==> src/rtl/spi_mem_if.sv <==
// spi_mem_if: serial pin bundle between an off-chip host
// and spi_mem_target.
interface spi_mem_if;
  logic cs_n;
  logic din;
  logic dout;
  logic dout_oe;
  logic wr_done;
  logic rd_done;
  logic abort;

  modport master (
    output cs_n, din,
    input  dout, dout_oe, wr_done, rd_done, abort
  );

  modport slave (
    input  cs_n, din,
    output dout, dout_oe, wr_done, rd_done, abort
  );
endinterface

==> src/rtl/spi_mem_target.sv <==
// spi_mem_target: chip-select framed serial port onto a
// 2**ADDR_W x DATA_W synchronous RAM with burst auto-increment.
module spi_mem_target #(
  parameter int ADDR_W = 5,
  parameter int DATA_W = 16,
  parameter int TURN   = 2
) (
  input logic      clk,
  input logic      rst_n,
  spi_mem_if.slave bus
);
  localparam int DEPTH = 1 << ADDR_W;
  localparam int M1 = (ADDR_W > TURN) ? ADDR_W : TURN;
  localparam int MC = (DATA_W > M1) ? DATA_W : M1;
  localparam int CW = $clog2(MC) + 1;

  typedef enum logic [2:0] {
    SYNC, IDLE, ADDR, CMD, TRN, WDATA, RDATA
  } state_t;

  state_t state, state_n;
  logic [CW-1:0] cnt, cnt_n;
  logic [ADDR_W-1:0] addr, waddr;
  logic rw;
  logic [DATA_W-2:0] wsr;
  logic [DATA_W-1:0] wbuf, rsr, rdata;
  logic wpend, oe;
  logic wr_done_q, rd_done_q, abort_q;
  logic [DATA_W-1:0] mem [DEPTH];

  logic last_a, last_t, last_d;
  logic cap_addr, cap_rw, oe_set;
  logic rd_load, rd_shift, rd_last;
  logic wr_shift, wr_last, abort_n;

  assign last_a = cnt == CW'(ADDR_W - 1);
  assign last_t = cnt == CW'(TURN - 1);
  assign last_d = cnt == CW'(DATA_W - 1);

  always_ff @(posedge clk or negedge rst_n) begin
    if (!rst_n) begin
      state <= SYNC;
      cnt   <= '0;
    end else begin
      state <= state_n;
      cnt   <= cnt_n;
    end
  end

  always_comb begin
    state_n = state;
    cnt_n   = cnt;
    if (bus.cs_n) begin
      state_n = IDLE;
      cnt_n   = '0;
    end else begin
      unique case (state)
        SYNC: begin
        end
        IDLE: begin
          if (ADDR_W == 1) begin
            state_n = CMD;
          end else begin
            state_n = ADDR;
            cnt_n   = CW'(1);
          end
        end
        ADDR: begin
          if (last_a) begin
            state_n = CMD;
            cnt_n   = '0;
          end else begin
            cnt_n = cnt + CW'(1);
          end
        end
        CMD: begin
          state_n = TRN;
          cnt_n   = '0;
        end
        TRN: begin
          if (last_t) begin
            state_n = rw ? WDATA : RDATA;
            cnt_n   = '0;
          end else begin
            cnt_n = cnt + CW'(1);
          end
        end
        WDATA, RDATA: begin
          cnt_n = last_d ? '0 : cnt + CW'(1);
        end
        default: state_n = SYNC;
      endcase
    end
  end

  always_comb begin
    cap_addr = 1'b0;
    cap_rw   = 1'b0;
    oe_set   = 1'b0;
    rd_load  = 1'b0;
    rd_shift = 1'b0;
    rd_last  = 1'b0;
    wr_shift = 1'b0;
    wr_last  = 1'b0;
    abort_n  = 1'b0;
    if (bus.cs_n) begin
      // a frame may only end cleanly on a word boundary
      unique case (state)
        ADDR, CMD, TRN: abort_n = 1'b1;
        WDATA, RDATA:   abort_n = cnt != '0;
        default:        abort_n = 1'b0;
      endcase
    end else begin
      unique case (state)
        IDLE, ADDR: cap_addr = 1'b1;
        CMD:        cap_rw   = 1'b1;
        TRN: begin
          oe_set  = last_t && !rw;
          rd_load = last_t && !rw;
        end
        WDATA: begin
          wr_shift = 1'b1;
          wr_last  = last_d;
        end
        RDATA: begin
          rd_shift = !last_d;
          rd_load  = last_d;
          rd_last  = last_d;
        end
        default: begin
        end
      endcase
    end
  end

  always_ff @(posedge clk or negedge rst_n) begin
    if (!rst_n) begin
      addr      <= '0;
      waddr     <= '0;
      rw        <= 1'b0;
      wsr       <= '0;
      wbuf      <= '0;
      wpend     <= 1'b0;
      rsr       <= '0;
      oe        <= 1'b0;
      wr_done_q <= 1'b0;
      rd_done_q <= 1'b0;
      abort_q   <= 1'b0;
    end else begin
      wpend     <= wr_last;
      wr_done_q <= wpend;
      rd_done_q <= rd_last;
      abort_q   <= abort_n;
      if (cap_addr)
        addr <= (addr << 1) | ADDR_W'(bus.din);
      else if (wr_last || rd_load)
        addr <= addr + ADDR_W'(1);
      if (cap_rw)
        rw <= bus.din;
      if (wr_shift)
        wsr <= {wsr[DATA_W-3:0], bus.din};
      if (wr_last) begin
        wbuf  <= {wsr, bus.din};
        waddr <= addr;
      end
      if (rd_load)
        rsr <= rdata;
      else if (rd_shift)
        rsr <= rsr << 1;
      if (bus.cs_n)
        oe <= 1'b0;
      else if (oe_set)
        oe <= 1'b1;
    end
  end

  // rdata tracks addr every cycle, so the next burst word is
  // already prefetched when the current one finishes
  always_ff @(posedge clk) begin
    if (wpend)
      mem[waddr] <= wbuf;
    rdata <= mem[addr];
  end

  assign bus.dout    = oe & rsr[DATA_W-1];
  assign bus.dout_oe = oe;
  assign bus.wr_done = wr_done_q;
  assign bus.rd_done = rd_done_q;
  assign bus.abort   = abort_q;
endmodule

==> src/flat_wrapper.sv <==
// flat-port wrapper written by rule: the top's interface ports become plain ports
module spi_mem_target_flat 
#(
  parameter int ADDR_W = 5,
  parameter int DATA_W = 16,
  parameter int TURN   = 2
)
  (clk, rst_n, bus_cs_n, bus_din, bus_dout, bus_dout_oe, bus_wr_done, bus_rd_done, bus_abort);
  spi_mem_if bus_i ();
  input logic clk;
  input logic rst_n;
  input wire logic [$bits(bus_i.cs_n)-1:0] bus_cs_n;
  input wire logic [$bits(bus_i.din)-1:0] bus_din;
  output wire logic [$bits(bus_i.dout)-1:0] bus_dout;
  output wire logic [$bits(bus_i.dout_oe)-1:0] bus_dout_oe;
  output wire logic [$bits(bus_i.wr_done)-1:0] bus_wr_done;
  output wire logic [$bits(bus_i.rd_done)-1:0] bus_rd_done;
  output wire logic [$bits(bus_i.abort)-1:0] bus_abort;
  assign bus_i.cs_n = bus_cs_n;
  assign bus_i.din = bus_din;
  assign bus_dout = bus_i.dout;
  assign bus_dout_oe = bus_i.dout_oe;
  assign bus_wr_done = bus_i.wr_done;
  assign bus_rd_done = bus_i.rd_done;
  assign bus_abort = bus_i.abort;
  spi_mem_target #(.ADDR_W(ADDR_W), .DATA_W(DATA_W), .TURN(TURN)) u_core (.clk(clk), .rst_n(rst_n), .bus(bus_i));
endmodule
==> config.mk <==
export PLATFORM = sky130hd
export DESIGN_NAME = spi_mem_target_flat
export DESIGN_NICKNAME = d
export VERILOG_FILES = /design/src/rtl/spi_mem_if.sv /design/src/rtl/spi_mem_target.sv /design/src/flat_wrapper.sv
export SDC_FILE = /design/constraint.sdc
export NUM_CORES = 1
export LEC_CHECK = 0
export BUFFER_PORTS_ARGS = -buffer_cell sky130_fd_sc_hd__buf_2
export CORE_MARGIN = 1.5
export CORE_UTILIZATION = 56
export CTS_CLUSTER_DIAMETER = 200
export DETAILED_ROUTE_END_ITERATION = 7
export HOLD_SLACK_MARGIN = 0.08
export PLACE_DENSITY_LB_ADDON = 0.3
export SYNTH_ARGS = -nofsm -noshare
export SYNTH_HDL_FRONTEND = slang
export SYNTH_SLANG_ARGS = --single-unit
==> constraint.sdc <==
create_clock -name clk -period 2.15 [get_ports clk]
set_input_delay 0.1075 -clock clk [delete_from_list [all_inputs] [get_ports clk]]
set_output_delay 0.1075 -clock clk [all_outputs]
set_load 0.005 [all_outputs]
## Word level (Yosys, flattened, before mapping)

Memory sizes are Yosys's and may differ from the RTL's. A register that Yosys moved wholly into a read port is not among the register bits.
Index checks and enable logic that the tools add are counted.

- ROM bits: 0
- Input bits: 4
- Memories kept: 1
- Logic and storage cells: 81
- Bits in registers: 71
- RAM bits: 512
- Output and inout port bits: 5
- Latch bits: 0

Memories:

| name | words | width | read ports | clocked after Yosys merged registers in | wr ports | line | source |
|---|---|---|---|---|---|---|---|
| u_core.mem | 32 | 16 | 1 | 1 | 1 | spi_mem_target.sv:29 | `logic [DATA_W-1:0] mem [DEPTH];` |

- Shift operators: 0
- Magnitude comparators: 0
- Reduce and logical (&&, ||, !) cells: 15
- Equal/unequal tests: 12
- Bitwise operators: 2
- Add/sub/neg operators: 2
- Multiply operators: 0
- Multiplexer cells: 36
- Divide/modulo/power cells: 0

Operators with widths:

| cell | count |
|---|---|
| 16-bit 2-to-1 mux | 2 |
| 5-bit 2-to-1 mux | 6 |
| 5-bit one-hot mux with 5 select lines | 1 |
| 1-bit 2-to-1 mux | 20 |
| 3-bit one-hot mux with 5 select lines | 1 |
| 5-bit by 1-bit adder with 5-bit output, second input constant | 2 |
| 3-bit == test, second input constant | 3 |
| 3-bit 2-to-1 mux | 3 |
| 3-bit by 2-bit == test with 1-bit output, second input constant | 2 |
| 3-bit by 2-bit inequality test with 1-bit output, second input constant | 2 |
| 2-bit nonzero test | 3 |
| 6-bit nonzero test | 1 |
| 3-bit OR reduction | 2 |
| 5-bit by 1-bit == test with 1-bit output, second input constant | 1 |
| 5-bit by 3-bit == test with 1-bit output, second input constant | 1 |
| 5-bit by 4-bit == test with 1-bit output, second input constant | 1 |
| 5-bit by 1-bit OR with 5-bit output | 1 |
| 5-bit nonzero test | 1 |
| 1-bit one-hot mux with 2 select lines | 2 |
| 2-bit OR reduction | 2 |
| 3-bit by 1-bit == test with 1-bit output, second input constant | 1 |
| 3-bit zero test | 1 |
| 3-bit AND reduction | 1 |
| 1-bit zero test | 2 |
| 5 further kinds | 5 |

## Longest topological paths before layout

- Word-level depth: 7
- Depth in mapped cells: 8
- Gate-level depth less buffers: 7

## Least setup slack after synthesis

Ideal clock, no wire load.

- Kind: register to register
- From: reg u_core.waddr[1]
- To: mem u_core.mem[28][0] (enable)
- Path slack: 0.019 ns
- Stages on the path, launching flop included: 4
- Arrival: 1.743 ns
- Period minus slack after synthesis: 2.131 ns
- Cells stage by stage: dfrtp_1 -> or3b_2 -> clkbuf_1 -> nor2_1

RTL lines:

| what | line | source |
|---|---|---|
| from (decl) | spi_mem_target.sv:23 | `logic [ADDR_W-1:0] addr, waddr;` |
| from (signal assigned) | spi_mem_target.sv:164 | `waddr <= addr;` |
| to (decl) | spi_mem_target.sv:29 |  |

Straight into the memory's write port.

## Final worst setup path

- From: reg u_core.cnt[1]
- To: reg u_core.rsr[9]

- Cells in the longest elaborated chain, start to end: 5

RTL lines:

| what | line | source |
|---|---|---|
| from (decl) | spi_mem_target.sv:22 | `logic [CW-1:0] cnt, cnt_n;` |
| from (signal assigned) | spi_mem_target.sv:46 | `cnt <= cnt_n;` |
| 5-bit by 1-bit == test with 1-bit output / 5-bit by 4-bit == test with 1-bit output (equally long branches) | spi_mem_target.sv:37, spi_mem_target.sv:38 |  |
| 1-bit logical AND / 1-bit zero test (equally long branches) | spi_mem_target.sv:119, spi_mem_target.sv:126 |  |
| 1-bit one-hot mux with 2 select lines / 1-bit 2-to-1 mux (equally long branches) | spi_mem_target.sv:114 | `unique case (state)` |
| 1-bit 2-to-1 mux | spi_mem_target.sv:106 | `if (bus.cs_n) begin` |
| 16-bit 2-to-1 mux / 2-bit nonzero test (equally long branches) | n/a |  |
| to (signal assigned) | spi_mem_target.sv:167 | `rsr <= rdata;` |
| to (signal assigned) | spi_mem_target.sv:169 | `rsr <= rsr << 1;` |
| to (decl) | spi_mem_target.sv:26 | `logic [DATA_W-1:0] wbuf, rsr, rdata;` |

Several ways; a longest one is shown, not always the timed one.
A chain may end at the register's enable or synchronous reset.

==> results by group <==
Power
  • Total leakage power: 9.26 nW
  • PwrDens: 1040 nW/um^2
  • Clock share of power: 35.4%
  • Peak supply drop: 0.668 mV
  • Logic pwr share: 18.1%
  • Pwr Total: 27.9 mW
  • Sequential Power Share: 46.5%
  • Net Switching: 7.16 mW
  • Switching Share: 25.6%
  • P_int: 20.8 mW

Die
  • # IOs: 9
  • Die width: 206 um
  • Die ar.: 42300 um^2
  • Die height: 206 um
  • Starting Density: 56.6%
  • Core ar.: 40600 um^2
  • Std cell rows: 74

Placement
  • Port Buffers: 8
  • DPL Wire Length: 28.9 mm
  • Routability cong.: 0.820
  • Post-place setup slack: -5.63 ps
  • Placed Instances: 1760

Synthesis
  • Combinational family with the most area after synthesis: multiplexers
  • Top-count cell post-synth: edfxtp_1
  • Mapped Cells: 1166
  • Mux contribution to synthesized area: 14.2%
  • Synth Area in Compound Gates: 5.33%
  • Number of synthesized flops with an enable pin: 512
  • Top cells by area, synth: edfxtp_1 (67%), mux4_2 (9.4%), dfrtp_1 (7.7%)
  • Post-synth top area cell: edfxtp_1
  • Synthesized area: 23000 um^2
  • Top cell type's share of synthesized area: 66.8%
  • Synth Area in XOR/XNOR: 0.152%
  • Syn Area/Cell: 19.7 um^2
  • Async SR Flop Fraction: 11.9%
  • Sequential area share after synthesis: 76.0%
  • Synth warnings: 0
  • Main synth FF type: edfxtp_1
  • Most instantiated cells after synthesis: edfxtp_1 (512), mux4_2 (96), dfrtp_1 (71)
  • Simple-gate portion of the synthesized area: 2.37%
  • Synth Register Bits: 599
  • Yosys cell types: 56
  • Area share of fa/ha/maj cells after synthesis: 0.272%
  • Synthesized Nets: 1175

Final layout
  • Layout Cells excl Fill: 1888
  • Layout Nets: 1316
  • Antenna cells: 0
  • Fillers: 2581
  • Finished Core Util: 66.2%
  • Area grow syn2layout: 17.0%
  • Fraction of layout cells with a size suffix above 1: 29.6%

Global routing
  • Largest net degree at the start of global routing: 55
  • GRT Total Usage: 24.9%
  • Vias in the first global route: 11800
  • First-pass GRT wire length: 75.3 mm
  • Gr ovfl total: 0
  • Antenna violations before repair: 0

Timing
  • Final WS setup: -17.1 ps
  • Setup_tns: -34.9 ps
  • Worst-Margin Slew: 1200 ps
  • Achievable frequency: 0.461 GHz
  • Setup Skew: 19.3 ps
  • RSZ-0062 raised after global routing: true
  • Minimum clock period: 2170 ps
  • Final setup violation count: 3
  • Slew headroom: 19.9%
  • Max Slew Vio Count: 0
  • Tcrit/Tclk final: 101%
  • Final-report hold violation count: 0

Outcome
  • Failing checks: setup timing
  • Status: complete, but fails checks

Setup path
  • Worst setup EP type: flop
  • Max FO, Critical Path: 8
  • Critical path class: reg -> reg
  • Critical register-to-register path startpoint: u_core.cnt[1]
  • Arrival time at the worst endpoint: 2710 ps
  • WP data required: 2690 ps
  • Worst Setup SP: u_core.cnt[1]
  • Worst Setup Start Kind: flop

CTS
  • Reg clk slew, reported paths: 60 ps
  • # H-tree levels: 2
  • Clk_lat worst skew: 620 ps
  • CTS tree: built
  • Root buffer cell: clkbuf_16
  • Sink Count: 599
  • Longest Clk Path Bufs: 3
  • Total CTS buffers: 58

Drt
  • WL per Instance: 27.2 um
  • Vias per inst: 6.32
  • Drt first pass iters: 6
  • Post-Route WL: 51.3 mm
  • DRC errors left: 0
  • ANT nets after route: 0
  • DRT iter0 DRCs: 1469
  • Via count: 11900

Flow run
  • Max cap viols: 0

Min path
  • Worst hold path type: in -> async
[path summary, 6_finish.rpt]
| path | to | slack (ps) | cells past startpoint |
|---|---|---|---|
| worst max-delay path | u_core.rsr[9] | -20 | 9 |
| worst min-delay path | u_core.cnt[2] | 110 | 2 |
| worst max register to register | u_core.rsr[9] | -20 | 9 |
| worst min register to register | u_core.rsr[14] | 430 | 2 |
| max in group asynchronous | u_core.rsr[10] | 1410 | 3 |
| min in group clk | u_core.state[2] | 360 | 3 |
[repair_timing]
| action | 4_1_cts | 5_1_grt |
|---|---|---|
| hold buffers | 3 | 0 |
| hold endpoints to repair | 82 | 0 |
| setup buffers | 2 | 10 |
| pin swaps | 1 | 9 |
| cloned | 1 | 3 |
| endpoints found under the setup margin | 7 | 32 |
| gates resized for setup | 3 | 23 |
[sequential cells by signal (all words and copies together), names as in the netlist, 3 cells and up]
register / count
u_core.mem: 512
u_core.rdata: 16
u_core.rsr: 16
u_core.wbuf: 16
u_core.wsr: 15
u_core.addr: 5
u_core.cnt: 5
u_core.waddr: 5
u_core.state: 3
[cells in the final DEF, fill, tap and decap left out, types with 17 or more instances in the layout]
cell type	instances
edfxtp_1	512
buf_4	108
mux4_2	96
mux2i_1	68
dfrtp_1	68
clkbuf_16	62
nor2_1	47
mux2_2	38
a21oi_1	30
buf_12	26
a211oi_1	23
a22o_1	19
clkbuf_1	19
o22ai_1	17
o221ai_1	17
[cells by family after synthesis]
logic type / after synthesis
mux: 202
simple gates: 103
compound gates: 165
xor+xnor: 4
buf+inv: 88
fa+ha+maj: 5
flops: 599
[power groups by stage]
stage	sequential, mW	combinational [mW]	clock [mW]
final	13.0	5.07	9.89
after global routing	13.0	5.32	10.5
after CTS	13.0	4.86	10.0
after detailed placement	13.2	4.68	0
after global placement	13.2	4.66	0
after floorplan	13.1	2.64	0
[final cells by class]
type	count	area (um^2)	area share [%]
clock buffer	88	1690	6.26
clock inverter	21	188	0.697
inverter	17	63.8	0.237
multi-input combinational	479	5250	19.5
sequential	599	17500	65.0
tap	532	666	2.47
timing repair buffer	152	1580	5.86
[worst max-delay path: stages (launching register included)]
cell and delay, ps:
dfrtp_1 400, inv_2 90, ha_4 130, or4b_4 500, or3_4 360, a21boi_4 160, buf_12 150, clkbuf_16 150
a222oi_1 90, inv_1 70
[routing by layer]
metal | up-vias | part of all wire (%) | track usage (%) | routed length, um
li1 | 5086 | - | - | -
met1 | 6216 | 41 | 35.6 | 21100
met2 | 543 | 48 | 38.9 | 24500
met3 | 88 | 8.2 | 4.72 | 4220
met4 | 0 | 2.9 | 8.34 | 1480
met5 | - | 0 | 0 | 0
[stage by stage]
| stage | instance area (um^2) | hold slack [ps] |
|---|---|---|
| global placement | 24700 | 199 |
| global route | 26900 | 160 |
| CTS | 26600 | 110 |
| finish | 26900 | 106 |
| floorplan | 23000 | -188 |
| detailed placement | 24700 | 203 |
No activity file was read; power rests on OpenSTA's default activity.
